$ cat config.mk
export PLATFORM = sky130hd
export DESIGN_NAME = alu_sequencer
export DESIGN_NICKNAME = d
export VERILOG_FILES = /design/src/rtl/alu_pkg.sv /design/src/rtl/alu_core.sv /design/src/rtl/alu_sequencer.sv
export SDC_FILE = /design/constraint.sdc
export NUM_CORES = 1
export LEC_CHECK = 0
export ABC_CLOCK_PERIOD_IN_PS = 9700
export CORE_UTILIZATION = 50
export DETAILED_ROUTE_END_ITERATION = 12
export PLACE_DENSITY = 0.69
export SETUP_SLACK_MARGIN = 0.2
export SYNTH_ARGS = -nofsm -noshare
export SYNTH_HDL_FRONTEND = slang
export SYNTH_HIERARCHICAL = 1
export SYNTH_SLANG_ARGS = --single-unit
$ cat constraint.sdc
create_clock -name clk -period 9.7 [get_ports clk]
set_input_delay 2.91 -clock clk [delete_from_list [all_inputs] [get_ports clk]]
set_output_delay 2.91 -clock clk [all_outputs]
set_load 0.02 [all_outputs]
$ cat src/rtl/alu_pkg.sv
// Shared types for the ALU command sequencer: datapath width, opcodes and FSM states.
package alu_pkg;

  localparam int DEFAULT_WIDTH = 16;

  typedef enum logic [2:0] {
    OP_ADC   = 3'd0,  // A + B + C
    OP_A2B   = 3'd1,  // 2A + B
    OP_INC   = 3'd2,  // B + 1
    OP_MUL34 = 3'd3,  // floor(3B/4)
    OP_AND   = 3'd4,  // A & B
    OP_OR    = 3'd5,  // A | B
    OP_NOTB  = 3'd6,  // ~B
    OP_ZERO  = 3'd7   // 0
  } alu_op_e;

  typedef enum logic [1:0] {
    ST_IDLE = 2'd0,
    ST_READ = 2'd1,
    ST_EXEC = 2'd2,
    ST_RESP = 2'd3
  } seq_state_e;

endpackage

$ cat src/rtl/alu_core.sv
// Combinational ALU: result, carry-out and zero/negative flags of the result.
module alu_core
  import alu_pkg::*;
#(
  parameter int WIDTH = DEFAULT_WIDTH
) (
  input  logic [WIDTH-1:0] a,
  input  logic [WIDTH-1:0] b,
  input  logic             c,
  input  alu_op_e          opc,
  output logic [WIDTH-1:0] w,
  output logic             cout,
  output logic             zer,
  output logic             neg
);

  // Two guard bits: 2A+B and 3B both need WIDTH+2 bits before truncation.
  logic [WIDTH+1:0] full;

  // Opcode decode; only the additive ops report a carry out of bit WIDTH-1.
  always_comb begin
    full = '0;
    cout = 1'b0;
    case (opc)
      OP_ADC: begin
        full = {2'b00, a} + {2'b00, b} + {{(WIDTH + 1){1'b0}}, c};
        cout = full[WIDTH];
      end
      OP_A2B: begin
        full = {1'b0, a, 1'b0} + {2'b00, b};
        cout = full[WIDTH];
      end
      OP_INC: begin
        full = {2'b00, b} + (WIDTH + 2)'(1);
        cout = full[WIDTH];
      end
      OP_MUL34: full = ({2'b00, b} + {1'b0, b, 1'b0}) >> 2;
      OP_AND:   full = {2'b00, a & b};
      OP_OR:    full = {2'b00, a | b};
      OP_NOTB:  full = {2'b00, ~b};
      default:  full = '0;
    endcase
  end

  assign w   = full[WIDTH-1:0];
  assign zer = (w == '0);
  assign neg = w[WIDTH-1];

endmodule

$ cat src/rtl/alu_sequencer.sv
// Multicycle ALU command front-end: IDLE -> READ -> EXEC -> RESP with an
// inline register file, a side load port and a persistent carry flag.
module alu_sequencer
  import alu_pkg::*;
#(
  parameter  int WIDTH = DEFAULT_WIDTH,
  parameter  int NREGS = 8,
  localparam int AW    = $clog2(NREGS)
) (
  input  logic             clk,
  input  logic             rst,
  input  logic             cmd_valid,
  output logic             cmd_ready,
  input  logic [2:0]       cmd_opc,
  input  logic [AW-1:0]    cmd_dst,
  input  logic [AW-1:0]    cmd_srca,
  input  logic [AW-1:0]    cmd_srcb,
  input  logic             ld_en,
  input  logic [AW-1:0]    ld_addr,
  input  logic [WIDTH-1:0] ld_data,
  output logic             rsp_valid,
  input  logic             rsp_ready,
  output logic [WIDTH-1:0] rsp_data,
  output logic             rsp_zer,
  output logic             rsp_neg,
  output logic             carry
);

  seq_state_e       state_q, state_d;
  alu_op_e          opc_q, opc_d;
  logic [AW-1:0]    dst_q, dst_d, srca_q, srca_d, srcb_q, srcb_d;
  logic [WIDTH-1:0] a_q, a_d, b_q, b_d;
  logic             c_q, c_d;
  logic             carry_q, carry_d;
  logic [WIDTH-1:0] rsp_data_q, rsp_data_d;
  logic             rsp_zer_q, rsp_zer_d, rsp_neg_q, rsp_neg_d;
  logic             rsp_valid_q, rsp_valid_d;
  logic             cmd_ready_q, cmd_ready_d;
  logic [WIDTH-1:0] rf_q [NREGS];
  logic [WIDTH-1:0] rf_d [NREGS];

  logic [WIDTH-1:0] alu_w;
  logic             alu_cout, alu_zer, alu_neg;

  alu_core #(.WIDTH(WIDTH)) u_core (
    .a    (a_q),
    .b    (b_q),
    .c    (c_q),
    .opc  (opc_q),
    .w    (alu_w),
    .cout (alu_cout),
    .zer  (alu_zer),
    .neg  (alu_neg)
  );

  // Next-state, operand capture, writeback and response register logic.
  always_comb begin
    state_d     = state_q;
    opc_d       = opc_q;
    dst_d       = dst_q;
    srca_d      = srca_q;
    srcb_d      = srcb_q;
    a_d         = a_q;
    b_d         = b_q;
    c_d         = c_q;
    carry_d     = carry_q;
    rsp_data_d  = rsp_data_q;
    rsp_zer_d   = rsp_zer_q;
    rsp_neg_d   = rsp_neg_q;
    rsp_valid_d = rsp_valid_q;
    cmd_ready_d = cmd_ready_q;
    for (int i = 0; i < NREGS; i++) rf_d[i] = rf_q[i];

    // Load port first so a same-cycle EXEC writeback overrides it.
    if (ld_en) rf_d[ld_addr] = ld_data;

    case (state_q)
      ST_IDLE: begin
        if (cmd_valid && cmd_ready_q) begin
          opc_d       = alu_op_e'(cmd_opc);
          dst_d       = cmd_dst;
          srca_d      = cmd_srca;
          srcb_d      = cmd_srcb;
          cmd_ready_d = 1'b0;
          state_d     = ST_READ;
        end
      end
      ST_READ: begin
        // Reads the current flops, so a load landing on this edge is not seen.
        a_d     = rf_q[srca_q];
        b_d     = rf_q[srcb_q];
        c_d     = carry_q;
        state_d = ST_EXEC;
      end
      ST_EXEC: begin
        rsp_data_d    = alu_w;
        rsp_zer_d     = alu_zer;
        rsp_neg_d     = alu_neg;
        carry_d       = alu_cout;
        rf_d[dst_q]   = alu_w;
        rsp_valid_d   = 1'b1;
        state_d       = ST_RESP;
      end
      ST_RESP: begin
        if (rsp_ready) begin
          rsp_valid_d = 1'b0;
          cmd_ready_d = 1'b1;
          state_d     = ST_IDLE;
        end
      end
      default: state_d = ST_IDLE;
    endcase
  end

  // State, datapath and register-file flops; reset aborts any command in flight.
  always_ff @(posedge clk or posedge rst) begin
    if (rst) begin
      state_q     <= ST_IDLE;
      opc_q       <= OP_ADC;
      dst_q       <= '0;
      srca_q      <= '0;
      srcb_q      <= '0;
      a_q         <= '0;
      b_q         <= '0;
      c_q         <= 1'b0;
      carry_q     <= 1'b0;
      rsp_data_q  <= '0;
      rsp_zer_q   <= 1'b0;
      rsp_neg_q   <= 1'b0;
      rsp_valid_q <= 1'b0;
      cmd_ready_q <= 1'b1;
      for (int i = 0; i < NREGS; i++) rf_q[i] <= '0;
    end else begin
      state_q     <= state_d;
      opc_q       <= opc_d;
      dst_q       <= dst_d;
      srca_q      <= srca_d;
      srcb_q      <= srcb_d;
      a_q         <= a_d;
      b_q         <= b_d;
      c_q         <= c_d;
      carry_q     <= carry_d;
      rsp_data_q  <= rsp_data_d;
      rsp_zer_q   <= rsp_zer_d;
      rsp_neg_q   <= rsp_neg_d;
      rsp_valid_q <= rsp_valid_d;
      cmd_ready_q <= cmd_ready_d;
      for (int i = 0; i < NREGS; i++) rf_q[i] <= rf_d[i];
    end
  end

  assign cmd_ready = cmd_ready_q;
  assign rsp_valid = rsp_valid_q;
  assign rsp_data  = rsp_data_q;
  assign rsp_zer   = rsp_zer_q;
  assign rsp_neg   = rsp_neg_q;
  assign carry     = carry_q;

endmodule

# Yosys cells after proc, flatten, opt, wreduce, memory -nomap -nowiden
# Cells that the tools add are included.
# word_totals
wordCells	87
regBits	196
inputBits	36
out_inout_bits	21
# op_classes
n_reduce_logical	12
magnitude_cmp	6
bitwise_logic	7
n_addsub	5
eq_ne	11
mux	24
# op_table
cell	count
128-bit bitwise mux	2
128-bit two-way mux	2
16-bit case mux with 7 select lines	1
16-bit binary-select mux with 3-bit select	2
16-bit demux with 3-bit select	2
16-bit two-way mux	6
16-bit by 17-bit adder with 18-bit output	1
16-bit by 1-bit adder with 17-bit output, second input constant	1
16-bit by 16-bit adder with 17-bit output	1
17-bit by 1-bit adder with 17-bit output	1
17-bit by 16-bit adder with 17-bit output	1
16-bit bitwise AND	1
4-bit greater-or-equal comparator, second input constant	4
16-bit logical NOT	1
16-bit NOT	1
3-bit NOT with 4-bit output	4
16-bit OR	1
3-bit == test, second input constant	3
4-bit by 1-bit < comparator with 1-bit output, second input constant	2
2-bit case mux with 4 select lines	1
3-bit by 2-bit == test with 1-bit output, second input constant	2
2-bit AND reduction	3
2-bit == test, second input constant	2
2-bit two-way mux	2
11 further kinds	18

# Logic depth before layout (Yosys ltp)
# Gate-level depths: netlist (run 1).
# depth
word_depth	9
ltp_mapped	15
depth_no_buf	13

# Modules after synthesis
# Netlist (run 1), hierarchy kept.
# by_module_without_submodules
module	instances	seq_area_each_um2	area_each_um2	cells_per_inst
alu_sequencer	1	4906.0	11084.4	1065
alu_core	1	0.0	3813.7	546

# Worst setup path after synthesis (run 1)
# No wires, ideal clock.
# synth_path
path_kind	in2reg
from	input port ld_addr[0]
to	register rf_q[112] (netlist bit)
cell_stages	5
arrival_time_ns	3.742
n_path_buf	2
setup_time_ns	0.132
slack_ns	5.826
required_time_ns	9.568
path_cell_list	nor4b_2 > buf_4 > buf_8 > mux2i_1 > o21ai_1
# synth_rtl
element	line_no	rtl
start: declaration	alu_sequencer.sv:19	input logic [AW-1:0] ld_addr,
end: declaration	alu_sequencer.sv:39	logic [WIDTH-1:0] rf_q [NREGS];

==> results.ini, run 1 <==
[synth]
synth_ff_type = dfrtp_1
ys_warn_count = 6
avgSynthCellArea_um2 = 9.25
synth.cell_area_um2 = 14900
synthCells = 1611
synth_cell_types = 84
synth_top_family_by_area = compound AO/OA/AOI/OAI gates
synth-compound-area-share = 0.191
synth-edff-count = 0
postSynthNetCount = 1719
yosysSeqAreaShare = 0.329
synthMuxAreaShare = 0.190
synth-simple-area-share = 0.141
ys_seq_elements = 196
synthArstFlopShare = 1.00
synth_xor_area_frac = 0.0200
synth_fa_ha_area_frac = 0.0625

[grt]
grt_pass1_wl_um = 67900
antenna_found_initial = 3
grt_max_degree = 132
grt_pass1_vias = 11800
track_usage = 0.284
gr-total-overflow = 0

[timing]
setup_tns_ps = 0
worst_pin_slew_ps = 1260
min_period_ps = 4610
rsz0062_at_grt = no
final_hold_viol_count = 0
setup_violations = 0
max_freq_mhz = 217
max-slew-margin-rel = 0.162
finalCritPeriodShare = 0.476
clock_skew_ps = 11.7
final_max_slew_viol_count = 0

[clock_network]
cts_tree = built
post-cts-setup-buffers = 0
cts_max_level = 4
clock-sinks = 196
numCtsBuffers = 17
post_cts_resized = 0
cts_max_path_buffers = 2
clk_pin_slew_ps = 70
insertion_delay_ps = 450
cts-root-buf = clkbuf_16
ctsHoldBuffers = 0

[finish]
area_delta_synth_final_pct = 7.19
fillers = 2670
fin_nets = 1679
n_antenna_cell = 0
layout-drive-gt1-share = 0.0802

[worst_setup_path]
critical_path_class = input port to async pin
crit_path_start_kind = input port
critPathMaxFanout = 131
cp_data_arrival_time_ps = 4990
rr_worst_depth = 13
r2r_setup_slack_ps = 5320
crit_path_end_kind = async pin
worstPathRequired_ps = 10080

[die]
die_area_um2 = 30500
dieWidth_um = 175
rows = 62
fp.dieH_um = 175
ioPinCount = 57
start_util = 0.513
core_um2 = 29000

[route]
vias = 12400
wire_per_inst_um = 21.8
dr.pass1.iters = 6
antenna_left = 0
drt-total-wl_um = 42900
via_per_inst = 6.28
dr.first_iter.drc_count = 1222
drcViolationCount = 0

[place]
gp_congestion = 0.933
place_hpwl_um = 29300
port_buffers = 56

[run_status]
outcome = completed

[worst_hold_path]
min_path_cells = 1
hold_path_class = flip-flop to flip-flop

[run]
drv_cap = 0

layout by cell type, fill, tap and decap left out, types with 7 or more instances in the layout:
master           instances
a211o_1                 37
nor3_1                  15
nor2b_1                 73
a41o_1                  33
mux2i_1                242
ha_1                    67
nand2b_1                12
nand3_1                 49
nor2_1                 102
buf_4                   31
clkbuf_16               17
o21ai_1                 38
dfrtp_1                193
a211oi_1                11
inv_1                   50
o22ai_1                 19
a21o_1                  10
clkdlybuf4s50_1         56
nand2_1                101
o211ai_1                 7
mux2_2                  34
o21ai_0                 74
nand4b_1                 7
xnor2_1                 28
a31oi_1                  7
a21oi_1                104
o21a_1                  10
a22oi_1                 35
and3_1                   7
worst paths after layout:
path / end / startpoint
max: srcb_q[0] / rst
min: rsp_data[12] / rsp_data[12]
max reg2reg: rsp_zer / b_q[0]
min reg2reg: rsp_data[12] / rsp_data[12]
max in group clk: cmd_ready / cmd_ready
min in group asynchronous: rf_q[82] / rst
metal layers:
layer / up-vias / track usage / wire [µm]
met5: - / 0 / 13
met1: 6075 / 0.408 / 19600
met3: 47 / 0.0392 / 3090
met4: 2 / 0.0696 / 546
met2: 481 / 0.451 / 19700
li1: 5761 / - / -
final cells by class:
type | count | area [µm²] | area share
Inverter | 51 | 199 | 0.0125
Clock inverter | 15 | 143 | 0.00893
Tap cell | 384 | 480 | 0.0301
Timing Repair Buffer | 87 | 793 | 0.0497
Multi-Input combinational cell | 1218 | 9010 | 0.565
Clock buffer | 17 | 425 | 0.0266
Sequential cell | 196 | 4910 | 0.308
critical path, cell delays in order:
cell and delay [ps]:
clkdlybuf4s50_1 490, inv_8 550, buf_4 810
state kept, by name, summed over array words and instances, names as in the netlist, 3 cells and up:
name      cells
srca_q        3
rsp_data     16
opc_q         3
a_q          16
rf_q        128
dst_q         3
srcb_q        3
b_q          16
cells in the mapped netlist, types with 4 or more instances:
cell,count,area share
xnor2_1,28,0.016
xor2_1,6,0.0035
nand4b_1,7,0.0041
nand2b_1,12,0.0050
and4bb_2,5,0.0042
o21a_1,10,0.0050
mux2i_1,242,0.16
or3_1,6,0.0025
fa_1,4,0.0054
o21bai_1,4,0.0020
clkbuf_1,66,0.017
ha_1,68,0.057
a21o_1,10,0.0050
nand3_1,49,0.016
nand2_1,101,0.025
o21ai_1,38,0.013
nor3_1,15,0.0050
buf_1,10,0.0025
buf_6,13,0.0098
a211o_1,37,0.022
a22oi_1,35,0.018
nor2b_1,74,0.031
mux2_2,34,0.026
buf_4,25,0.013
o22ai_1,19,0.0080
nor2_1,102,0.026
o21ai_0,74,0.025
dfrtp_1,195,0.33
a21oi_1,104,0.035
nand4_1,5,0.0021
and3_1,7,0.0029
o211ai_1,7,0.0035
a31oi_1,7,0.0029
a41o_1,33,0.022
buf_2,28,0.0094
nand3b_1,4,0.0020
inv_1,51,0.013
a211oi_1,11,0.0055
logic make-up after synthesis:
family / after synthesis
AO/OA/AOI/OAI: 425
XOR/XNOR: 34
adder cells (fa/ha/maj): 72
buffers and inverters: 197
flip-flops: 196
multiplexers: 277
AND/OR/NAND/NOR: 410
stage by stage:
step / instance area [µm²] / utilization / worst slack [ps] / cells / hold WS [ps]
3_3_place_gp: 15400 / 0.531 / 4550 / 1936 / 490
4_1_cts: 16000 / 0.550 / 5030 / 1968 / 511
6_report: 16000 / 0.550 / 5090 / 1968 / 506
5_1_grt: 16000 / 0.550 / 4740 / 1968 / 523
3_5_place_dp: 15400 / 0.531 / 4550 / 1936 / 494
2_1_floorplan: 14900 / - / 1450 / 1611 / 501
Power of run 1 is left out: the tool's default activity adds up to more than one toggle a clock period on the data nets, which glitch-free logic cannot reach.
==> run 2, diff against run 1 <==
ABC_CLOCK_PERIOD_IN_PS = 4850   (was 9700)
clock period = 4.85 ns   (was 9.7 ns; I/O delays follow)
==> run 2 against run 1 <==
Effect of this change: cell count grew 0.41%; register-to-register slack lost 4600 ps; cell area grew 0.49%; non-clock buffer count grew 9.
==> results.ini, run 2 (synthesis gave the netlist of run 1 again) <==
[die]
core_um2 = 29000
die_area_um2 = 30500
start_util = 0.513
dieWidth_um = 175
fp.dieH_um = 175
ioPinCount = 57
rows = 62

[route]
drcViolationCount = 0
drt-total-wl_um = 45400
met2WireLength_um = 21600
dr.first_iter.drc_count = 1098
wl_met1_um = 19600
wire_per_inst_um = 23.0
via_per_inst = 6.36
vias = 12600
dr.pass1.iters = 5
route.met3.wl_um = 3090
antenna_left = 0
highest_layer = met4

[clock_network]
numCtsBuffers = 17
clock-sinks = 196
clk_pin_slew_ps = 80
cts-root-buf = clkbuf_16
cts_max_path_buffers = 2
insertion_delay_ps = 450
cts_tree = built
ctsHoldBuffers = 0
cts_max_level = 4
post_cts_resized = 0
post-cts-setup-buffers = 0

[timing]
setup_tns_ps = 0
final_hold_viol_count = 0
worst_slack_ps = 745
rsz0062_at_grt = no
worst_pin_slew_ps = 1180
finalCritPeriodShare = 0.846
max_freq_mhz = 244
final_max_slew_viol_count = 0
clock_skew_ps = 10.8
setup_violations = 0
min_period_ps = 4110
max-slew-margin-rel = 0.214

[place]
placed_area_um2 = 15500
port_buffers = 56
detailedPlace.worstSlack_ps = 889
place_hpwl_um = 30300
gp_congestion = 0.956

[finish]
largest-register = rf_q
final_area_um2 = 16000
final_common_cell = mux2i_1
fin_nets = 1688
largest_reg_flops = 128
final_cell_mix = mux2i_1, dfrtp_1, a21oi_1, nor2_1, nand2_1
layout-drive-gt1-share = 0.0835
n_antenna_cell = 0
finish.utilization = 0.553
area_delta_synth_final_pct = 7.71
fillers = 2624

[run]
drv_cap = 0

[worst_hold_path]
hold_path_class = flip-flop to flip-flop

[worst_setup_path]
slowest_stage = a2111oi_0
critical_path_class = flip-flop to flip-flop
crit_path_start_kind = flip-flop
critPathMaxFanout = 11
cp_data_arrival_time_ps = 4500
worstPathRequired_ps = 5240
max_stage_delay_ps = 750
crit_path_end_kind = flip-flop
crit_chain = ha_1 -> inv_1 -> fa_1 -> and2b_1 -> o31ai_1 -> a31oi_1 -> a2111oi_0 -> nor3_1 -> nor3_1 -> nand3_1 -> nor3_1 -> and3_1 -> mux2_2
crit_top_cell = nor3_1

[grt]
gr-total-overflow = 0
grt_pass1_wl_um = 70700
grt_max_degree = 65
antenna_found_initial = 0
track_usage = 0.301
grt_pass1_vias = 12100

[run_status]
outcome = completed

==> run 2: area by class of cell <==
class / instances / area [µm²] / area share
Timing Repair Buffer: 96 / 898 / 0.0560
Clock buffer: 22 / 464 / 0.0289
Sequential cell: 196 / 4910 / 0.306
Tap cell: 384 / 480 / 0.0299
Clock inverter: 9 / 77.6 / 0.00483
Inverter: 51 / 195 / 0.0122
Multi-Input combinational cell: 1218 / 9020 / 0.562
==> run 2: worst max-delay path: cells and delay by family, from the launching register on <==
| kind | cells | cell delay (ps) |
|---|---|---|
| AO/OA/AOI/OAI | 3 | 1420 |
| AND/OR/NAND/NOR | 6 | 1400 |
| adder cells (fa/ha/maj) | 2 | 540 |
| flip-flops | 1 | 480 |
| multiplexers | 1 | 130 |
| buffers and inverters | 1 | 100 |
==> run 2: worst paths after layout <==
check	start	end	slack, ps	cells past startpoint
min reg2reg	rsp_data[2]	rsp_data[2]	510	1
min in group asynchronous	rst	rf_q[114]	1530	2
min	rsp_data[2]	rsp_data[2]	510	1
max in group asynchronous	rst	cmd_ready	2460	3
max	b_q[0]	rsp_zer	740	13
max reg2reg	b_q[0]	rsp_zer	740	13
==> run 2: per-layer routing <==
metal,GRT usage,up-vias
met4,0.0895,0
met3,0.0420,87
met2,0.497,548
met5,0,-
li1,-,5779
met1,0.409,6161
==> run 2: per-stage QoR <==
stage / instances / hold WS (ps)
2_1_floorplan: 1611 / 501
3_3_place_gp: 1945 / 489
3_5_place_dp: 1945 / 498
4_1_cts: 1976 / 514
5_1_grt: 1976 / 526
6_report: 1976 / 508
Power of run 2 is left out for the same reason.
